$ cat config.mk
export PLATFORM = sky130hd
export DESIGN_NAME = instr_loader_flat
export DESIGN_NICKNAME = d
export VERILOG_FILES = /design/src/rtl/mips_pkg.sv /design/src/rtl/instr_loader_if.sv /design/src/rtl/isa_legal_check.sv /design/src/rtl/instr_loader.sv /design/src/flat_wrapper.sv
export SDC_FILE = /design/constraint.sdc
export NUM_CORES = 1
export LEC_CHECK = 0
export CORE_ASPECT_RATIO = 0.7
export CORE_MARGIN = 5
export CORE_UTILIZATION = 45
export CTS_CLUSTER_DIAMETER = 40
export DETAILED_ROUTE_END_ITERATION = 12
export GPL_TIMING_DRIVEN = 0
export PLACE_DENSITY_LB_ADDON = 0.15
export SLEW_MARGIN = 20
export SYNTH_ARGS = -nofsm -noshare
export SYNTH_HDL_FRONTEND = slang
export SYNTH_HIERARCHICAL = 1
export SYNTH_SLANG_ARGS = --single-unit
$ cat constraint.sdc
create_clock -name clk -period 1.93 [get_ports clk]
set_input_delay 0.386 -clock clk [delete_from_list [all_inputs] [get_ports clk]]
set_output_delay 0.386 -clock clk [all_outputs]
set_load 0.005 [all_outputs]
$ cat src/rtl/mips_pkg.sv
// Shared MIPS decode constants and the instruction loader state encoding.
package mips_pkg;

    localparam logic [5:0] OP_RTYPE = 6'b000000;
    localparam logic [5:0] OP_LW    = 6'b100011;
    localparam logic [5:0] OP_SW    = 6'b101011;
    localparam logic [5:0] OP_LUI   = 6'b001111;
    localparam logic [5:0] OP_ORI   = 6'b001101;
    localparam logic [5:0] OP_ADDIU = 6'b001001;
    localparam logic [5:0] OP_BEQ   = 6'b000100;
    localparam logic [5:0] OP_J     = 6'b000010;

    localparam logic [5:0] FN_ADD   = 6'b100000;
    localparam logic [5:0] FN_ADDU  = 6'b100001;
    localparam logic [5:0] FN_SUB   = 6'b100010;
    localparam logic [5:0] FN_AND   = 6'b100100;
    localparam logic [5:0] FN_OR    = 6'b100101;
    localparam logic [5:0] FN_SLT   = 6'b101010;

    typedef enum logic [1:0] {
        ST_IDLE,
        ST_LOAD,
        ST_WRITE,
        ST_DONE
    } load_state_e;

endpackage

$ cat src/rtl/instr_loader_if.sv
// Byte-stream valid/ready channel from the host/boot interface into the loader.
interface instr_loader_if;
    logic       in_valid;
    logic [7:0] in_data;
    logic       in_last;
    logic       in_ready;

    modport master (output in_valid, output in_data, output in_last, input in_ready);
    modport slave  (input in_valid, input in_data, input in_last, output in_ready);
endinterface

$ cat src/rtl/isa_legal_check.sv
// Combinational check of a 32-bit word against the supported MIPS subset.
module isa_legal_check
    import mips_pkg::*;
(
    input  logic [31:0] word,
    output logic        legal
);

    always_comb begin
        legal = 1'b0;
        case (word[31:26])
            OP_LW, OP_SW, OP_LUI, OP_ORI, OP_ADDIU, OP_BEQ, OP_J: legal = 1'b1;
            OP_RTYPE: begin
                case (word[5:0])
                    FN_ADD, FN_ADDU, FN_SUB, FN_AND, FN_OR, FN_SLT: legal = 1'b1;
                    // funct 0 is only acceptable as the canonical all-zero NOP
                    default: legal = (word == 32'h0000_0000);
                endcase
            end
            default: legal = 1'b0;
        endcase
    end

endmodule

$ cat src/rtl/instr_loader.sv
// Assembles a big-endian byte stream into 32-bit words and writes them to
// instruction memory, flagging the first unsupported word and overflow.
module instr_loader
    import mips_pkg::*;
#(
    parameter int unsigned ADDR_W = 8,
    parameter int unsigned DEPTH  = 256
) (
    input  logic              clk,
    input  logic              reset,
    input  logic              start,
    instr_loader_if.slave     in_if,
    output logic              imem_we,
    output logic [ADDR_W-1:0] imem_addr,
    output logic [31:0]       imem_wdata,
    output logic              busy,
    output logic              done,
    output logic [ADDR_W:0]   word_count,
    output logic              illegal,
    output logic [ADDR_W-1:0] illegal_addr,
    output logic              overflow
);

    localparam logic [ADDR_W:0] DEPTH_CNT = (ADDR_W + 1)'(DEPTH);

    load_state_e       state_q, state_d;
    logic [1:0]        byte_cnt_q, byte_cnt_d;
    logic [31:0]       word_q, word_d;
    logic              last_q, last_d;
    logic [ADDR_W-1:0] ptr_q, ptr_d;
    logic [ADDR_W:0]   word_count_q, word_count_d;
    logic              illegal_q, illegal_d;
    logic [ADDR_W-1:0] illegal_addr_q, illegal_addr_d;
    logic              overflow_q, overflow_d;
    logic              word_legal;

    isa_legal_check u_legal (
        .word  (word_q),
        .legal (word_legal)
    );

    always_ff @(posedge clk or posedge reset) begin
        if (reset) begin
            state_q        <= ST_IDLE;
            byte_cnt_q     <= '0;
            word_q         <= '0;
            last_q         <= 1'b0;
            ptr_q          <= '0;
            word_count_q   <= '0;
            illegal_q      <= 1'b0;
            illegal_addr_q <= '0;
            overflow_q     <= 1'b0;
        end else begin
            state_q        <= state_d;
            byte_cnt_q     <= byte_cnt_d;
            word_q         <= word_d;
            last_q         <= last_d;
            ptr_q          <= ptr_d;
            word_count_q   <= word_count_d;
            illegal_q      <= illegal_d;
            illegal_addr_q <= illegal_addr_d;
            overflow_q     <= overflow_d;
        end
    end

    always_comb begin
        state_d        = state_q;
        byte_cnt_d     = byte_cnt_q;
        word_d         = word_q;
        last_d         = last_q;
        ptr_d          = ptr_q;
        word_count_d   = word_count_q;
        illegal_d      = illegal_q;
        illegal_addr_d = illegal_addr_q;
        overflow_d     = overflow_q;

        case (state_q)
            ST_IDLE, ST_DONE: begin
                if (start) begin
                    state_d        = ST_LOAD;
                    byte_cnt_d     = '0;
                    word_d         = '0;
                    last_d         = 1'b0;
                    ptr_d          = '0;
                    word_count_d   = '0;
                    illegal_d      = 1'b0;
                    illegal_addr_d = '0;
                    overflow_d     = 1'b0;
                end
            end
            ST_LOAD: begin
                if (in_if.in_valid) begin
                    case (byte_cnt_q)
                        2'd0:    word_d[31:24] = in_if.in_data;
                        2'd1:    word_d[23:16] = in_if.in_data;
                        2'd2:    word_d[15:8]  = in_if.in_data;
                        default: word_d[7:0]   = in_if.in_data;
                    endcase
                    byte_cnt_d = byte_cnt_q + 2'd1;
                    if (byte_cnt_q == 2'd3 || in_if.in_last) begin
                        state_d = ST_WRITE;
                        last_d  = in_if.in_last;
                    end
                end
            end
            ST_WRITE: begin
                ptr_d        = ptr_q + 1'b1;
                word_count_d = word_count_q + 1'b1;
                byte_cnt_d   = '0;
                word_d       = '0;
                last_d       = 1'b0;
                if (!word_legal && !illegal_q) begin
                    illegal_d      = 1'b1;
                    illegal_addr_d = ptr_q;
                end
                // a program ending exactly at DEPTH is a clean finish, not overflow
                if (last_q) begin
                    state_d = ST_DONE;
                end else if (word_count_d == DEPTH_CNT) begin
                    state_d    = ST_DONE;
                    overflow_d = 1'b1;
                end else begin
                    state_d = ST_LOAD;
                end
            end
            default: state_d = ST_IDLE;
        endcase
    end

    assign in_if.in_ready = (state_q == ST_LOAD);
    assign imem_we        = (state_q == ST_WRITE);
    assign imem_addr      = ptr_q;
    assign imem_wdata     = word_q;
    assign busy           = (state_q == ST_LOAD) || (state_q == ST_WRITE);
    assign done           = (state_q == ST_DONE);
    assign word_count     = word_count_q;
    assign illegal        = illegal_q;
    assign illegal_addr   = illegal_addr_q;
    assign overflow       = overflow_q;

endmodule

$ cat src/flat_wrapper.sv
// flat-port wrapper written by rule: the top's interface ports become plain ports
module instr_loader_flat import mips_pkg::*;
#(
    parameter int unsigned ADDR_W = 8,
    parameter int unsigned DEPTH  = 256
)
  (clk, reset, start, imem_we, imem_addr, imem_wdata, busy, done, word_count, illegal, illegal_addr, overflow, in_if_in_valid, in_if_in_data, in_if_in_last, in_if_in_ready);
  instr_loader_if in_if_i ();
  input  logic clk;
  input  logic reset;
  input  logic start;
  output logic imem_we;
  output logic [ADDR_W-1:0] imem_addr;
  output logic [31:0] imem_wdata;
  output logic busy;
  output logic done;
  output logic [ADDR_W:0] word_count;
  output logic illegal;
  output logic [ADDR_W-1:0] illegal_addr;
  output logic overflow;
  input wire logic [$bits(in_if_i.in_valid)-1:0] in_if_in_valid;
  input wire logic [$bits(in_if_i.in_data)-1:0] in_if_in_data;
  input wire logic [$bits(in_if_i.in_last)-1:0] in_if_in_last;
  output wire logic [$bits(in_if_i.in_ready)-1:0] in_if_in_ready;
  assign in_if_i.in_valid = in_if_in_valid;
  assign in_if_i.in_data = in_if_in_data;
  assign in_if_i.in_last = in_if_in_last;
  assign in_if_in_ready = in_if_i.in_ready;
  instr_loader #(.ADDR_W(ADDR_W), .DEPTH(DEPTH)) u_core (.clk(clk), .reset(reset), .start(start), .in_if(in_if_i), .imem_we(imem_we), .imem_addr(imem_addr), .imem_wdata(imem_wdata), .busy(busy), .done(done), .word_count(word_count), .illegal(illegal), .illegal_addr(illegal_addr), .overflow(overflow));
endmodule
Yosys cells after proc, flatten, opt, wreduce, memory -nomap -nowiden
Cells that the tools add are included.

Add/subtract/negate cells: 3. Equal/unequal tests: 30. Multiplexer cells: 33. Reduce and logical (&&, ||, !) cells: 23.

Operator list (count): 32-bit case mux with 3 select lines (1); 32-bit 2-to-1 mux (2); 6-bit == test (second input constant) (8); 8-bit 2-to-1 mux (6); 32-bit logical NOT (1); 8-bit case mux with 2 select lines (2); 6-bit by 4-bit == test with 1-bit output (second input constant) (3); 9-bit case mux with 2 select lines (1); 3-bit AND reduction (6); 2-bit 2-to-1 mux (7); 2-bit by 1-bit != test with 1-bit output (second input constant) (6); 2-bit case mux with 3 select lines (2); 9-bit by 1-bit adder with 9-bit output (second input constant) (1); 9-bit == test (second input constant) (1); 9-bit 2-to-1 mux (1); 8-bit by 1-bit adder with 8-bit output (second input constant) (1); 2-bit == test (second input constant) (4); 2-bit != test (second input constant) (4); 1-bit 2-to-1 mux (7); 7-bit OR reduction (1); 6-bit by 2-bit == test with 1-bit output (second input constant) (1); 6-bit by 3-bit == test with 1-bit output (second input constant) (1); 6-bit logical NOT (1); 1-bit case mux with 2 select lines (3); other kinds (13) (18).

Register bits: 64. Bits of input ports: 13. Output and inout bits: 63. Logic and storage cells: 101.

Depth between registers and ports, before layout
Depth in word-level cells: 8. Gate-level depth with buffers: 8. Depth with buffers taken out: 7.

Hierarchy
Netlist, hierarchy kept.

Modules (own cells, without submodules): instr_loader (instances 1, cells an instance 246, area each 2975.4 µm², seq. area each 1601.5 µm²); isa_legal_check (instances 1, cells an instance 23, area each 152.6 µm², seq. area each 0.0 µm²).

Worst setup path before layout
No wires, ideal clock.

Path kind: register -> register. Start point: register u_core.state_q[0]. End point: register u_core.word_q[10], in the netlist u_core/imem_wdata[10]. Setup time: 125 ps. Arrival time: 1752 ps. Required time: 1805 ps. Slack: 54 ps. Stages on the path, launching flop included: 7. Buffers on the path: 0. Clock period less this slack: 1876 ps. Cells stage by stage: dfrtp_1 > inv_1 > ha_1 > nor2b_4 > a21o_2 > a21oi_4 > mux2_2.

Cells in the longest elaborated chain, start to end: 4. Elaborated cells between the ends (all ways): 10. Classes of those cells: eq/ne (6); mux (1); reduce/logical (3).

Ends and longest elaborated chain: start: declaration (RTL line instr_loader.sv:26) `load_state_e state_q, state_d;`; start signal: assignment (RTL line instr_loader.sv:54) `state_q <= state_d;`; 2-bit == test / 2-bit logical NOT (equally long branches) (RTL line instr_loader.sv:77) `case (state_q)`; 2-bit OR reduction (RTL line instr_loader.sv:77); 2-bit != test (no line); 3-bit AND reduction (no line); end signal: assignment (RTL line instr_loader.sv:56) `word_q <= word_d;`; end: declaration (RTL line instr_loader.sv:28) `logic [31:0] word_q, word_d;`.

Parallel ways exist; a longest one is shown, timed or not. A chain may end at the register's enable or synchronous reset.

Final worst setup path
Start point: register u_core.word_q[27], in the netlist u_core/imem_wdata[27]. End point: register u_core.illegal_addr_q[5], in the netlist u_core/illegal_addr[5].

Cells in the longest elaborated chain, start to end: 7. Elaborated cells between the ends (all ways): 16. Classes of those cells: eq/ne (8); mux (2); reduce/logical (6).

Ends and longest elaborated chain: 6-bit == test, or another cell as far along (RTL line isa_legal_check.sv:11) `case (word[31:26])`; 7-bit OR reduction / 1-bit 2-to-1 mux (equally long branches) (RTL line isa_legal_check.sv:11, isa_legal_check.sv:14); 1-bit case mux with 2 select lines (*) (RTL line isa_legal_check.sv:11); net u_core.word_legal (RTL line instr_loader.sv:35) `logic word_legal;`; 1-bit logical NOT (*) (RTL line instr_loader.sv:112) `if (!word_legal && !illegal_q) begin`; 1-bit logical AND (*) (RTL line instr_loader.sv:112); 2-bit by 1-bit != test with 1-bit output (no line) (*); 3-bit AND reduction (no line) (*); end signal: assignment (RTL line instr_loader.sv:61) `illegal_addr_q <= illegal_addr_d;`; end: declaration (RTL line instr_loader.sv:33) `logic [ADDR_W-1:0] illegal_addr_q, illegal_addr_d;`.

Mark *: on every way through the listed nets, which the timed path passes. The rest lies on a longest branch.

==> results.tsv <==
metric	value	unit
status	finished, final reports clean	
synth-main-ff-cell	dfrtp_1	
cts_buffers	9	
overflow	0	
insertedDiodeCount	0	
cts.sinks	64	
clock.fmax	0.519	GHz
cts_tree	built	
dr.pass1.iters	4	
slew-limit-headroom	68.5	%
holdBufCountCts	0	
maxCapViolations	0	
clock_path_buffers	2	
critPathMaxStageDelay	0.42	ns
synthArstFlopShare	100	%
path_clk_slew	0.07	ns
clock-root-buffer	clkbuf_8	
period_needed	1.93	ns
wl	7.81	mm
clock_skew	0.0117	ns
gp_congestion	0.827	
antenna_found_initial	0	
finalCritPeriodShare	99.9	%
synth_edf_count	0	
final_area	4490	um2
setup.worst_path.start	u_core/imem_wdata[27]$_DFFE_PP0P_	
fp.dieW	110	um
r2r_slack	0.002	ns
grt_pass1_vias	2483	
grt.total_usage	19.0	%
syn-cell-area	3130	um2
end_kind	register	
grt_first_pass_wirelength	12.7	mm
synth_fp_nets	293	
vias_per_cell	5.25	
fin_setup_tns	0	ns
layout-drive-gt1-share	26.1	%
finalMaxSlewViolations	0	
holdCritPathClass	primary input to asynchronous set/reset pin	
vdd_drop_max	0.660	mV
avgSynthCellArea	11.6	um2
rr_startpoint	u_core/imem_wdata[27]$_DFFE_PP0P_	
dp_hpwl	5.43	mm
crit_end	u_core/illegal_addr[5]$_DFFE_PP0P_	
syn_to_final_growth	43.5	%
yosysWarnings	6	
r2r_cells	7	
routedWlPerCell	16.7	um
fin_util	66.4	%
rsz0062_at_grt	true	
path_class	register to register	
required	2.20	ns
r2r-end	u_core/illegal_addr[5]$_DFFE_PP0P_	
start_util	46.3	%
crit_slowest_cell	dfrtp_2	
p_leak	2.00	nW
grt_max_degree	31	
clk_latency	0.33	ns
synth_cell_types	44	
p_per_area	1460	nW/um2
critPathArrivalTime	2.20	ns
place_area	4040	um2
finalHoldWorstSlack	0.319	ns
finalNetCount	395	
die_area	8750	um2
start_kind	register	
ys_seq_area_share	51.2	%
cp_cell_sequence	nor2b_1, and4b_1, a211oi_2, a21bo_4, buf_12, nor3_4, a22o_1	
h-tree-depth	3	
synth_cells	269	
remaining_drc_errors	0	
final_cells	469	
ioPinCount	76	
cp_max_fo	8	
post-place-cells	440	
setup_viol	0	
ys_ff_latch	64	
hold_viol_final	0	
core	6760	um2
rows	25	
drtIter0Drc	62	
die_h	79.8	um
port_buffers	75	
vias	2463	
final_antenna_net_count	0	
tightestPinTransition	0.470	ns
-- metal layers --
layer / GRT usage (%) / wire length, um / vias up
met2: 28.1 / 3500 / 67
met1: 27.4 / 3880 / 1224
met4: 4.48 / 95 / 0
met3: 5.58 / 335 / 8
li1: - / - / 1164
met5: 0 / 0 / -
-- through the flow --
step	worst slack [ns]	total power, W
2_1_floorplan	0.0535	0.00361
4_1_cts	0.000103	0.00634
6_report	0.00194	0.00653
3_3_place_gp	-0.285	0.00473
5_1_grt	-0.118	0.00693
3_5_place_dp	-0.331	0.00479
-- registers in the layout, summed over array words and instances, names as in the netlist --
register / flops
u_core/imem_wdata: 32
u_core/word_count: 9
u_core/illegal_addr: 8
u_core/imem_addr: 8
u_core/byte_cnt_q: 2
u_core/state_q: 2
u_core/illegal: 1
u_core/last_q: 1
u_core/overflow: 1
-- logic make-up (layout without fill, tap and decap cells) --
logic type | after synthesis | in the layout | synth area share [%]
adders and majority gates | 11 | 11 | 4.40
AOI/OAI and AO/OA | 49 | 49 | 11.8
xor gates and xnor gates | 12 | 12 | 3.60
buffers and inverters | 21 | 127 | 3.04
DFF | 64 | 64 | 51.2
muxes | 34 | 34 | 12.3
and+or+nand+nor | 78 | 78 | 13.6
-- timing repair --
action	4_1_cts	5_1_grt
gates resized for setup	20	12
pin swaps	3	4
endpoints found under the setup margin	52	49
setup buffers	10	4
-- cell usage in the layout (no fill, tap or decap), types with 5 or more instances in the layout --
cell / instances
buf_4: 8
buf_12: 7
a21oi_1: 7
nor2_1: 16
clkdlybuf4s50_1: 71
xor2_1: 7
nand2_1: 11
ha_1: 9
nand3_1: 13
nor4_1: 6
clkbuf_8: 11
mux2_2: 32
inv_1: 10
o21ai_0: 16
and2_1: 9
dfrtp_1: 61
a22o_1: 10
nor2b_1: 5
-- worst min-delay path by stage --
stage	to	slack, ns	startpoint
CTS	u_core/imem_addr[5]$_DFFE_PP0P_	0.30	reset
finish	u_core/imem_addr[5]$_DFFE_PP0P_	0.32	reset
floorplan	u_core/overflow$_DFFE_PP0P_	0.45	u_core/last_q$_DFFE_PP0P_
detailed placement	u_core/overflow$_DFFE_PP0P_	0.48	u_core/last_q$_DFFE_PP0P_
global route	u_core/imem_addr[5]$_DFFE_PP0P_	0.32	reset
global placement	u_core/overflow$_DFFE_PP0P_	0.46	u_core/last_q$_DFFE_PP0P_
-- area by class of cell --
cell class | instances | area, um2
multi-input combinational | 184 | 1520
timing repair buffer | 91 | 968
sequential | 64 | 1610
clock buffer | 12 | 155
inverter | 13 | 52.6
clock inverter | 3 | 17.5
fill | 570 | 2270
tap | 94 | 118
buffer | 8 | 55.1
-- power by group --
group / internal (W) / switching (W) / total [W] / leakage, nW
combinational: 0.00198 / 0.00143 / 0.00341 / 1.07
clock: 0.000525 / 0.000485 / 0.00101 / 0.0882
sequential: 0.00172 / 0.000396 / 0.00211 / 0.844
total: 0.00422 / 0.00231 / 0.00653 / 2.00
-- Yosys cell counts, types with 2 or more instances --
cell / number / area (um2)
dfrtp_1: 64 / 1600
nor2_1: 17 / 63.8
xor2_1: 7 / 61.3
nand3_1: 13 / 65.1
o21ai_0: 17 / 85.1
a21oi_1: 7 / 35.0
nand2_1: 11 / 41.3
nor3_1: 3 / 15.0
and3_1: 2 / 12.5
nor2b_1: 5 / 31.3
nor4_1: 7 / 43.8
inv_1: 13 / 48.8
xnor2_1: 4 / 35.0
a22o_1: 10 / 87.6
o31ai_1: 2 / 15.0
and2_1: 9 / 56.3
nand4_1: 3 / 18.8
mux2_2: 32 / 360
a21oi_4: 4 / 65.1
buf_2: 4 / 20.0
ha_1: 11 / 138
clkbuf_1: 2 / 7.51
-- critical path: cells and delay by family, from the launching register on --
kind	cells	cell delay, ns
simple gates	3	0.70
compound gates	3	0.63
flops	1	0.42
buf+inv	1	0.12
(Power assumes the default switching activity.)
